`config.mk`:
```
export PLATFORM = sky130hd
export DESIGN_NAME = pool_result_writer_flat
export DESIGN_NICKNAME = d
export VERILOG_FILES = /design/src/rtl/pool_result_writer_pkg.sv /design/src/rtl/pool_result_writer_if.sv /design/src/rtl/pool_result_writer_row_fifo.sv /design/src/rtl/pool_result_writer.sv /design/src/flat_wrapper.sv
export SDC_FILE = /design/constraint.sdc
export NUM_CORES = 1
export LEC_CHECK = 0
export CELL_PAD_IN_SITES_DETAIL_PLACEMENT = 1
export CELL_PAD_IN_SITES_GLOBAL_PLACEMENT = 1
export CORE_MARGIN = 5
export CORE_UTILIZATION = 35
export CTS_BUF_LIST = sky130_fd_sc_hd__clkbuf_4 sky130_fd_sc_hd__clkbuf_8
export DETAILED_ROUTE_END_ITERATION = 7
export PLACE_DENSITY_LB_ADDON = 0.2
export SLEW_MARGIN = 20
export SYNTH_ARGS = -nofsm -noshare
export SYNTH_HDL_FRONTEND = slang
export SYNTH_SLANG_ARGS = --single-unit
```
`constraint.sdc`:
```
create_clock -name clk -period 5.2 [get_ports clk]
set_clock_uncertainty 0.1 [all_clocks]
set_input_delay 1.56 -clock clk [delete_from_list [all_inputs] [get_ports clk]]
set_output_delay 1.56 -clock clk [all_outputs]
set_load 0.005 [all_outputs]
```
`src/rtl/pool_result_writer_pkg.sv`:
```
// Shared types for the pool result writer: FSM encoding, default geometry and FIFO entry layout.
package pool_result_writer_pkg;

   typedef enum logic [1:0] {
      ST_IDLE  = 2'd0,
      ST_RUN   = 2'd1,
      ST_DRAIN = 2'd2,
      ST_DONE  = 2'd3
   } wr_state_e;

   localparam int PRW_MAT_MUL_SIZE = 4;
   localparam int PRW_DWIDTH       = 8;
   localparam int PRW_AWIDTH       = 10;
   localparam int PRW_MASK_WIDTH   = 4;
   localparam int PRW_FIFO_DEPTH   = 4;
   localparam int PRW_ROW_W        = PRW_MAT_MUL_SIZE * PRW_DWIDTH;

   // Entry layout at the default geometry; the top rebuilds the same layout from its parameters.
   typedef struct packed {
      logic [PRW_ROW_W-1:0]      data;
      logic [PRW_MASK_WIDTH-1:0] mask;
   } row_entry_t;

endpackage

```
`src/rtl/pool_result_writer_if.sv`:
```
// BRAM C write port as seen by the pool result writer (master) and the BRAM arbiter (slave).
interface pool_result_writer_if #(
   parameter int AWIDTH     = 10,
   parameter int MASK_WIDTH = 4,
   parameter int ROW_W      = 32
);
   logic                  bram_req_c;
   logic                  bram_gnt_c;
   logic                  bram_en_c;
   logic [MASK_WIDTH-1:0] bram_we_c;
   logic [AWIDTH-1:0]     bram_addr_c;
   logic [ROW_W-1:0]      bram_wdata_c;

   modport master (
      output bram_req_c, bram_en_c, bram_we_c, bram_addr_c, bram_wdata_c,
      input  bram_gnt_c
   );

   modport slave (
      input  bram_req_c, bram_en_c, bram_we_c, bram_addr_c, bram_wdata_c,
      output bram_gnt_c
   );
endinterface

```
`src/rtl/pool_result_writer_row_fifo.sv`:
```
// pool_row_fifo: synchronous first-word-fall-through FIFO; pointers carry an extra wrap bit.
module pool_row_fifo #(
   parameter int WIDTH = 36,
   parameter int DEPTH = 4
) (
   input  logic             clk,
   input  logic             resetn,
   input  logic             i_flush,
   input  logic             i_push,
   input  logic             i_pop,
   input  logic [WIDTH-1:0] i_wdata,
   output logic [WIDTH-1:0] o_rdata,
   output logic             o_full,
   output logic             o_empty
);
   localparam int PW = $clog2(DEPTH);

   logic [WIDTH-1:0] r_mem [DEPTH];
   logic [PW:0]      r_wptr;
   logic [PW:0]      r_rptr;

   assign o_empty = (r_wptr == r_rptr);
   assign o_full  = (r_wptr[PW] != r_rptr[PW]) && (r_wptr[PW-1:0] == r_rptr[PW-1:0]);
   assign o_rdata = r_mem[r_rptr[PW-1:0]];

   // Caller guarantees push only with room (or a same-cycle pop) and pop only when non-empty.
   always_ff @(posedge clk) begin
      if (!resetn || i_flush) begin
         r_wptr <= '0;
         r_rptr <= '0;
      end else begin
         if (i_push) r_wptr <= r_wptr + 1'b1;
         if (i_pop)  r_rptr <= r_rptr + 1'b1;
      end
   end

   always_ff @(posedge clk) begin
      if (i_push) r_mem[r_wptr[PW-1:0]] <= i_wdata;
   end

endmodule

```
`src/rtl/pool_result_writer.sv`:
```
// Buffers pooled rows and commits them to BRAM C at base + n*stride, raising done after num_rows.
// Optional POOL_WRITER_STALL_CNT_EN adds a saturating stall_cycles counter of denied-grant cycles.
module pool_result_writer
   import pool_result_writer_pkg::*;
#(
   parameter int MAT_MUL_SIZE = PRW_MAT_MUL_SIZE,
   parameter int DWIDTH       = PRW_DWIDTH,
   parameter int AWIDTH       = PRW_AWIDTH,
   parameter int MASK_WIDTH   = PRW_MASK_WIDTH,
   parameter int FIFO_DEPTH   = PRW_FIFO_DEPTH
) (
   input  logic                           clk,
   input  logic                           resetn,
   input  logic                           enable_writer,
   input  logic                           start,
   input  logic [AWIDTH-1:0]              base_addr_c,
   input  logic [AWIDTH-1:0]              stride_c,
   input  logic [AWIDTH-1:0]              num_rows,
   input  logic [MASK_WIDTH-1:0]          validity_mask,
   input  logic                           in_data_available,
   input  logic [MAT_MUL_SIZE*DWIDTH-1:0] inp_data,
   pool_result_writer_if.master           bram,
   output logic                           overflow,
   output logic                           done_writer
`ifdef POOL_WRITER_STALL_CNT_EN
   ,
   output logic [31:0]                    stall_cycles
`endif
);
   localparam int RW = MAT_MUL_SIZE * DWIDTH;

   typedef struct packed {
      logic [RW-1:0]         data;
      logic [MASK_WIDTH-1:0] mask;
   } entry_t;

   wr_state_e         r_state;
   wr_state_e         w_state_nxt;
   logic [AWIDTH-1:0] r_stride;
   logic [AWIDTH-1:0] r_num_rows;
   logic [AWIDTH-1:0] r_rows_in;
   logic [AWIDTH-1:0] r_rows_out;
   logic [AWIDTH-1:0] r_addr;
   logic              r_overflow;

   entry_t            w_wentry;
   entry_t            w_head;
   logic              w_start;
   logic              w_active;
   logic              w_req;
   logic              w_pop;
   logic              w_push_req;
   logic              w_push;
   logic              w_full;
   logic              w_empty;
   logic [AWIDTH-1:0] w_rows_in_nxt;
   logic [AWIDTH-1:0] w_rows_out_nxt;

   assign w_start    = enable_writer & start;
   assign w_active   = (r_state == ST_RUN) || (r_state == ST_DRAIN);
   assign w_req      = w_active & ~w_empty;
   assign w_pop      = w_req & bram.bram_gnt_c;
   assign w_push_req = enable_writer & in_data_available & (r_state == ST_RUN)
                       & (r_rows_in != r_num_rows) & ~w_start;
   // A full FIFO still accepts the row when the head leaves in the same cycle.
   assign w_push     = w_push_req & (~w_full | w_pop);

   assign w_rows_in_nxt  = r_rows_in  + {{(AWIDTH-1){1'b0}}, w_push};
   assign w_rows_out_nxt = r_rows_out + {{(AWIDTH-1){1'b0}}, w_pop};

   assign w_wentry.data = inp_data;
   assign w_wentry.mask = validity_mask;

   pool_row_fifo #(
      .WIDTH ($bits(entry_t)),
      .DEPTH (FIFO_DEPTH)
   ) u_fifo (
      .clk     (clk),
      .resetn  (resetn),
      .i_flush (w_start),
      .i_push  (w_push),
      .i_pop   (w_pop),
      .i_wdata (w_wentry),
      .o_rdata (w_head),
      .o_full  (w_full),
      .o_empty (w_empty)
   );

   always_ff @(posedge clk) begin
      if (!resetn) r_state <= ST_IDLE;
      else         r_state <= w_state_nxt;
   end

   // Look-ahead on the counters so done rises the cycle after the final write.
   always_comb begin
      w_state_nxt = r_state;
      if (w_start) begin
         w_state_nxt = (num_rows == '0) ? ST_DONE : ST_RUN;
      end else begin
         case (r_state)
            ST_RUN: begin
               if (w_rows_out_nxt == r_num_rows)     w_state_nxt = ST_DONE;
               else if (w_rows_in_nxt == r_num_rows) w_state_nxt = ST_DRAIN;
            end
            ST_DRAIN: begin
               if (w_rows_out_nxt == r_num_rows) w_state_nxt = ST_DONE;
            end
            default: ;
         endcase
      end
   end

   always_ff @(posedge clk) begin
      if (!resetn) begin
         r_stride   <= '0;
         r_num_rows <= '0;
         r_rows_in  <= '0;
         r_rows_out <= '0;
         r_addr     <= '0;
         r_overflow <= 1'b0;
      end else if (w_start) begin
         r_stride   <= stride_c;
         r_num_rows <= num_rows;
         r_rows_in  <= '0;
         r_rows_out <= '0;
         r_addr     <= base_addr_c;
         r_overflow <= 1'b0;
      end else begin
         r_rows_in  <= w_rows_in_nxt;
         r_rows_out <= w_rows_out_nxt;
         if (w_pop) r_addr <= r_addr + r_stride;
         if (w_push_req & w_full & ~w_pop) r_overflow <= 1'b1;
      end
   end

   // Bus fields are forced to zero when no row is offered, so an empty FIFO shows a quiet port.
   assign bram.bram_req_c   = w_req;
   assign bram.bram_en_c    = w_pop;
   assign bram.bram_we_c    = w_req ? w_head.mask : '0;
   assign bram.bram_addr_c  = w_req ? r_addr      : '0;
   assign bram.bram_wdata_c = w_req ? w_head.data : '0;
   assign overflow          = r_overflow;
   assign done_writer       = (r_state == ST_DONE);

`ifdef POOL_WRITER_STALL_CNT_EN
   logic [31:0] r_stall;

   always_ff @(posedge clk) begin
      if (!resetn || w_start) r_stall <= '0;
      else if (w_req & ~bram.bram_gnt_c & ~(&r_stall)) r_stall <= r_stall + 32'd1;
   end

   assign stall_cycles = r_stall;
`endif

endmodule

```
`src/flat_wrapper.sv`:
```
// flat-port wrapper written by rule: the top's interface ports become plain ports
module pool_result_writer_flat import pool_result_writer_pkg::*;
#(
   parameter int MAT_MUL_SIZE = PRW_MAT_MUL_SIZE,
   parameter int DWIDTH       = PRW_DWIDTH,
   parameter int AWIDTH       = PRW_AWIDTH,
   parameter int MASK_WIDTH   = PRW_MASK_WIDTH,
   parameter int FIFO_DEPTH   = PRW_FIFO_DEPTH
)
  (clk, resetn, enable_writer, start, base_addr_c, stride_c, num_rows, validity_mask, in_data_available, inp_data, overflow, done_writer, bram_bram_req_c, bram_bram_en_c, bram_bram_we_c, bram_bram_addr_c, bram_bram_wdata_c, bram_bram_gnt_c);
  pool_result_writer_if #(.AWIDTH(AWIDTH), .MASK_WIDTH(MASK_WIDTH), .ROW_W(((4) * (8)))) bram_i ();
  input  logic clk;
  input  logic resetn;
  input  logic enable_writer;
  input  logic start;
  input  logic [AWIDTH-1:0] base_addr_c;
  input  logic [AWIDTH-1:0] stride_c;
  input  logic [AWIDTH-1:0] num_rows;
  input  logic [MASK_WIDTH-1:0] validity_mask;
  input  logic in_data_available;
  input  logic [MAT_MUL_SIZE*DWIDTH-1:0] inp_data;
  output logic overflow;
  output logic done_writer;
  output wire logic [$bits(bram_i.bram_req_c)-1:0] bram_bram_req_c;
  output wire logic [$bits(bram_i.bram_en_c)-1:0] bram_bram_en_c;
  output wire logic [$bits(bram_i.bram_we_c)-1:0] bram_bram_we_c;
  output wire logic [$bits(bram_i.bram_addr_c)-1:0] bram_bram_addr_c;
  output wire logic [$bits(bram_i.bram_wdata_c)-1:0] bram_bram_wdata_c;
  input wire logic [$bits(bram_i.bram_gnt_c)-1:0] bram_bram_gnt_c;
  assign bram_bram_req_c = bram_i.bram_req_c;
  assign bram_bram_en_c = bram_i.bram_en_c;
  assign bram_bram_we_c = bram_i.bram_we_c;
  assign bram_bram_addr_c = bram_i.bram_addr_c;
  assign bram_bram_wdata_c = bram_i.bram_wdata_c;
  assign bram_i.bram_gnt_c = bram_bram_gnt_c;
  pool_result_writer #(.MAT_MUL_SIZE(MAT_MUL_SIZE), .DWIDTH(DWIDTH), .AWIDTH(AWIDTH), .MASK_WIDTH(MASK_WIDTH), .FIFO_DEPTH(FIFO_DEPTH)) u_core (.clk(clk), .resetn(resetn), .enable_writer(enable_writer), .start(start), .base_addr_c(base_addr_c), .stride_c(stride_c), .num_rows(num_rows), .validity_mask(validity_mask), .in_data_available(in_data_available), .inp_data(inp_data), .bram(bram_i), .overflow(overflow), .done_writer(done_writer));
endmodule
```
Word-level counts from Yosys, hierarchy flattened
Memory sizes are Yosys's and may differ from the RTL's. A register that Yosys moved wholly into a read port is not among the register bits.
Cells that the tools add are included.
Storage, ports and cells
  bits in registers: 59
  latch bits: 0
  bits in writable memories: 144
  memory bits (read-only): 0
  output and inout bits: 50
  logic and storage cells: 66
  memories: 1
Cells by class
  add/sub/neg operators: 5
  multipliers: 0
  divide/modulo/power cells: 0
  $lt $le $gt $ge: 0
  eq/ne operators: 11
  shift-type cells: 0
  mux-type cells: 15
  bitwise gates (word level): 16
  reductions and logical operators: 9
Memories
  u_core.u_fifo.r_mem: words 4, bits a word 36, rd ports 1, clocked after Yosys merged registers in 1, write ports 1, RTL line pool_result_writer_row_fifo.sv:18  | logic [WIDTH-1:0] r_mem [DEPTH];
Operators by type and width (number)
  $mux W32: 1
  $mux W10: 3
  $add A10 B1 Y10: 2
  $eq A10 B10 Y1: 2
  $mux W2: 7
  $add A10 B10 Y10: 1
  $and A1 B1 Y1: 10
  $logic_not A10 Y1: 1
  $ne A10 B10 Y1: 1
  $add A3 B1 Y3 const B: 2
  $not A1 Y1: 5
  $eq A2 B2 Y1 const B: 2
  $mux W4: 1
  $ne A4 B4 Y1 const B: 1
  $pmux W2 S2: 1
  $eq A3 B3 Y1: 1
  $ne A3 B3 Y1 const B: 1
  $reduce_and A3 Y1: 1
  $reduce_bool A3 Y1: 1
  $eq A2 B1 Y1 const B: 1
  $eq A2 B2 Y1: 1
  $logic_or A1 B1 Y1: 2
  $mux W1: 2
  $reduce_bool A2 Y1: 1
  other kinds (5): 5

Logic depth before layout (Yosys ltp)
  depth in word-level cells: 12
  gate-level depth with buffers: 16

Modules after synthesis
From an unflattened synthesis, not the netlist that was laid out.
Second synthesis, totals
  cell total of the unflattened synthesis: 669
  area, all modules: 9138.8 µm²
By module, submodules not included
  pool_row_fifo: times used 1, cells an instance 229, area each 5654.2 µm²
  pool_result_writer: times used 1, cells an instance 440, area each 3484.6 µm²

Worst setup path after synthesis
OpenSTA, ideal clock, no wires.
  path type: input port to flip-flop
  start point: input port bram_bram_gnt_c
  end point: register u_core.r_state[1]
  arrival time: 4.192 ns
  required time: 5.022 ns
  path slack: 0.830 ns
  stages on the path: 13
  buffers on the path: 0
  path through: nand2_2 -> inv_4 -> nor3_1 -> nor3_4 -> ha_1 -> ha_1 -> xor2_1 -> nor4b_1 -> o211ai_2 -> or4_1 -> a21oi_1 -> nor2_1 -> a32oi_1
On the way
  longest elaborated chain between the ends: 7
  elaborated cells between the ends (all ways): 13
  those cells by class: add/sub (2); eq/ne (4); mux (3); bitwise (3); reduce/logical (1)
RTL lines
  start, declared: RTL line flat_wrapper.sv:29  | input wire logic [$bits(bram_i.bram_gnt_c)-1:0] bram_bram_gnt_c;
  $and A1 B1 Y1: RTL line pool_result_writer.sv:62  | assign w_pop = w_req & bram.bram_gnt_c;
  net bram_bram_en_c: RTL line flat_wrapper.sv:25  | output wire logic [$bits(bram_i.bram_en_c)-1:0] bram_bram_en_c;
  $or A1 B1 Y1: RTL line pool_result_writer.sv:66  | assign w_push = w_push_req & (~w_full | w_pop);
  $and A1 B1 Y1: RTL line pool_result_writer.sv:66
  net u_core.u_fifo.i_push: RTL line pool_result_writer_row_fifo.sv:9  | input logic i_push,
  $add A10 B1 Y10: RTL line pool_result_writer.sv:68  | assign w_rows_in_nxt = r_rows_in + {{(AWIDTH-1){1'b0}}, w_push};
  net u_core.w_rows_in_nxt[1]: RTL line pool_result_writer.sv:56  | logic [AWIDTH-1:0] w_rows_in_nxt;
  $eq A10 B10 Y1: RTL line pool_result_writer.sv:103  | else if (w_rows_in_nxt == r_num_rows) w_state_nxt = ST_DRAIN;
  $ne A4 B4 Y1 (no line)
  $reduce_and A3 Y1 (no line)
  end signal, assigned: RTL line pool_result_writer.sv:91  | else r_state <= w_state_nxt;
  end, declared: RTL line pool_result_writer.sv:37  | wr_state_e r_state;
The timed path passes the listed nets, and every way through them passes these cells.
A chain may end at the register's enable or synchronous reset.

Worst setup path in the final report
  start point: input port bram_bram_gnt_c
  end point: output port bram_bram_en_c
On the way
  longest elaborated chain between the ends: 1
RTL lines (RTL line)
  $and A1 B1 Y1: pool_result_writer.sv:62
  end, declared: flat_wrapper.sv:25
Every way passes these cells.

==> metrics.csv <==
stage,metric,value,unit
sta,post-route-min-period,4.63,ns
placement,dp.cells,1077,
clocking,cts_root_buf,clkbuf_8,
setup_path,cp.required,3.54,ns
logic_synthesis,synth_edf_count,144,
logic_synthesis,synth-async-reset-ratio,0,%
setup_path,worstPathMaxFanout,10,
logic_synthesis,ys_seq_area_share,61.9,%
cells_and_area,fin_util,44.8,%
global_route,grt_pass1_wl,32900,µm
logic_synthesis,synth_cell_types,64,
sta,fmax,0.216,GHz
clocking,cts_setup_buffers,0,
sta,setup_viol,0,
clocking,clock_latency,0.52,ns
global_route,grt_pass1_vias,6161,
die,die_h,170,µm
logic_synthesis,synthSimpleGateAreaFrac,12.1,%
logic_synthesis,synthCells,645,
setup_path,path_class,in2out,
power,peakVddDrop,0.131,mV
flow_run,drv_cap,0,
cells_and_area,layout.cells.non_filler,1144,
logic_synthesis,yosysTopAreaCell,edfxtp_1,
die,die_w,170,µm
global_route,gr-total-overflow,0,
clocking,clk_path_buf_depth,3,
die,initial_core_util,35.6,%
logic_synthesis,synth_top_family_by_area,simple AND/OR/NAND/NOR gates,
global_route,grt_max_degree,39,
routing,first_pass_iters,4,
cells_and_area,areaGrowthSynthToFinish,26.0,%
routing,drc_errors,0,
clocking,hold_buffers,0,
setup_path,reg2reg_slack,1.24,ns
routing,vias,5626,
logic_synthesis,syn_avg_cell_area,13.9,µm²
routing,ant_nets,0,
die,io-pin-count,122,
sta,hold_violations,0,
clocking,cts_max_level,2,
logic_synthesis,synth_mux_area_share,9.05,%
sta,rsz0062_at_grt,false,
cells_and_area,fill_cells,2585,
setup_path,critical-path-max-stage-delay,0.53,ns
logic_synthesis,ys.flop_type,edfxtp_1,
clocking,numCtsBuffers,37,
clocking,clock-sinks,205,
cells_and_area,nNetsFinal,880,
logic_synthesis,synth-adder-area-share,3.16,%
cells_and_area,diodes,0,
power,pwr-share-clk,42.3,%
placement,place_hpwl,13700,µm
sta,timing.final.crit_share,89.1,%
setup_path,crit_top_cell,clkdlybuf4s50_1,
power,p_int,2.67,mW
sta,max_slew_margin,31.6,%
logic_synthesis,synth_compound_area_share,6.49,%
placement,io_buffers,121,
clocking,cts_resized,0,
logic_synthesis,ys_ff_latch,205,
power,p_comb_share,5.6,%
power,seqPwrFrac,52.1,%
logic_synthesis,synth_area,8960,µm²
sta,drv_slew,0,
setup_path,cp-end-kind,primary output,
power,leakagePower,3.82,nW
die,core,25200,µm²
clocking,cts_tree,yes,
cells_and_area,drive_gt1_share,15.2,%
global_route,antenna_found_initial,0,
routing,wl_per_cell,18.2,µm
logic_synthesis,syn_nets,739,
logic_synthesis,yosys.area_share.xor_xnor,5.10,%
die,rows,58,
sta,final.setup.tns,0,ns
setup_path,slowest_stage,clkdlybuf4s50_1,
logic_synthesis,yosys_warnings,0,
power,p_sw_share,22.0,%
hold_path,hold_path_class,reg2reg,
logic_synthesis,synth_area_leaders,"edfxtp_1, dfxtp_1, mux4_2",
power,power_density,303,nW/µm²
setup_path,arrival,2.97,ns
logic_synthesis,synth.top_cell.area_share,48.3,%
sta,whs,0.371,ns
sta,tightestPinTransition,1.03,ns
setup_path,cp_cell_sequence,clkdlybuf4s50_1 > nand2_2 > inv_4 > buf_4 > clkdlybuf4s50_1,
status,outcome,finished clean,
routing,drtIter0Drc,201,
global_route,grt_usage,14.4,%
setup_path,startpoint_type,input port,
routing,detail_route.vias_per_cell,4.92,
clocking,clkTransAtPathRegs,0.06,ns
power,switching_power,0.753,mW
routing,wl,20800,µm
die,die_area,28900,µm²
placement,place.gp.congestion,0.795,
worst max-delay path: cells and delay by family:
family	cells	cell delay [ns]
buffers and inverters	4	1.31
AND/OR/NAND/NOR	1	0.09
layer usage:
metal / vias to the layer above / global-route usage [%] / part of all wire [%]
li1: 2667 / - / -
met3: 28 / 3.58 / 5.2
met1: 2796 / 18.2 / 45
met4: 0 / 3.92 / 1.4
met2: 135 / 24.7 / 48
met5: - / 0 / 0
state kept, by name, summed over array words and instances (netlist names), named ones only:
name,count
u_core.overflow,1
u_core.u_fifo.r_mem,144
u_core.u_fifo.r_wptr,3
u_core.r_num_rows,10
u_core.u_fifo.r_rptr,3
u_core.r_rows_out,10
u_core.r_rows_in,10
u_core.r_addr,10
u_core.r_stride,10
u_core.r_state,2
path summary, 6_finish.rpt:
kind / from / endpoint / depth (start not counted)
max: bram_bram_gnt_c / bram_bram_en_c / 5
min: u_core.r_stride[4] / u_core.r_stride[4] / 2
max reg2reg: u_core.r_state[0] / u_core.r_state[0] / 16
min reg2reg: u_core.r_stride[4] / u_core.r_stride[4] / 2
per-stage QoR:
step                worst slack (ns)  total power, mW  area [µm²]
floorplan                      0.830             1.90        8960
global placement               0.155             2.00       10600
detailed placement             0.166             2.01       10600
CTS                            0.547             3.49       11300
global route                   0.466             3.59       11300
finish                         0.568             3.42       11300
cells in the mapped netlist (4+ instances only):
cell type / instances
nand3_1: 11
and2_1: 49
mux4_2: 36
nand2_1: 62
xor2_1: 13
nor2b_1: 4
nor2_1: 38
dfxtp_1: 61
inv_1: 12
clkbuf_1: 21
o211ai_1: 5
nor3_1: 7
or3_1: 4
ha_1: 21
o211a_1: 5
o21ai_0: 13
a21oi_1: 16
edfxtp_1: 144
and3_1: 8
a21boi_0: 20
xnor2_1: 34
area by class of cell:
cell class,instances,area (µm²),share of cell area [%]
Multi-Input combinational cell,396,3230,28.6
Inverter,13,51.3,0.454
Sequential cell,205,5550,49.1
Clock inverter,15,73.8,0.654
Clock buffer,52,641,5.67
Timing Repair Buffer,133,1340,11.9
Tap cell,330,413,3.66
cell usage in the layout, fill, tap and decap left out, types with 4 or more instances in the layout:
cell type,count
edfxtp_1,144
clkdlybuf4s50_1,121
nand2_1,62
dfxtp_1,59
and2_1,46
clkbuf_8,40
nor2_1,38
mux4_2,36
xnor2_1,34
ha_1,21
a21boi_0,20
a21oi_1,16
xor2_1,13
o21ai_0,13
inv_1,12
clkbuf_4,12
nand3_1,11
clkinv_1,9
buf_4,9
and3_1,8
nor3_1,7
and2_2,5
o211ai_1,5
o211a_1,5
nor2b_1,4
or3_1,4
clkinv_2,4
cell families after synthesis:
group                      count (synthesis)
adders and majority gates                 22
and+or+nand+nor                          207
DFF                                      205
buffers and inverters                     44
AOI/OAI and AO/OA                         82
xor gates and xnor gates                  49
muxes                                     36
power groups by stage:
stage / sequential (mW) / clock (mW) / combinational [mW]
after floorplan: 1.81 / 0 / 0.0947
after global placement: 1.81 / 0 / 0.189
after detailed placement: 1.82 / 0 / 0.195
after CTS: 1.78 / 1.51 / 0.197
after global routing: 1.78 / 1.59 / 0.212
final: 1.78 / 1.45 / 0.193
Note: power is estimated with default switching activity, not from simulation.
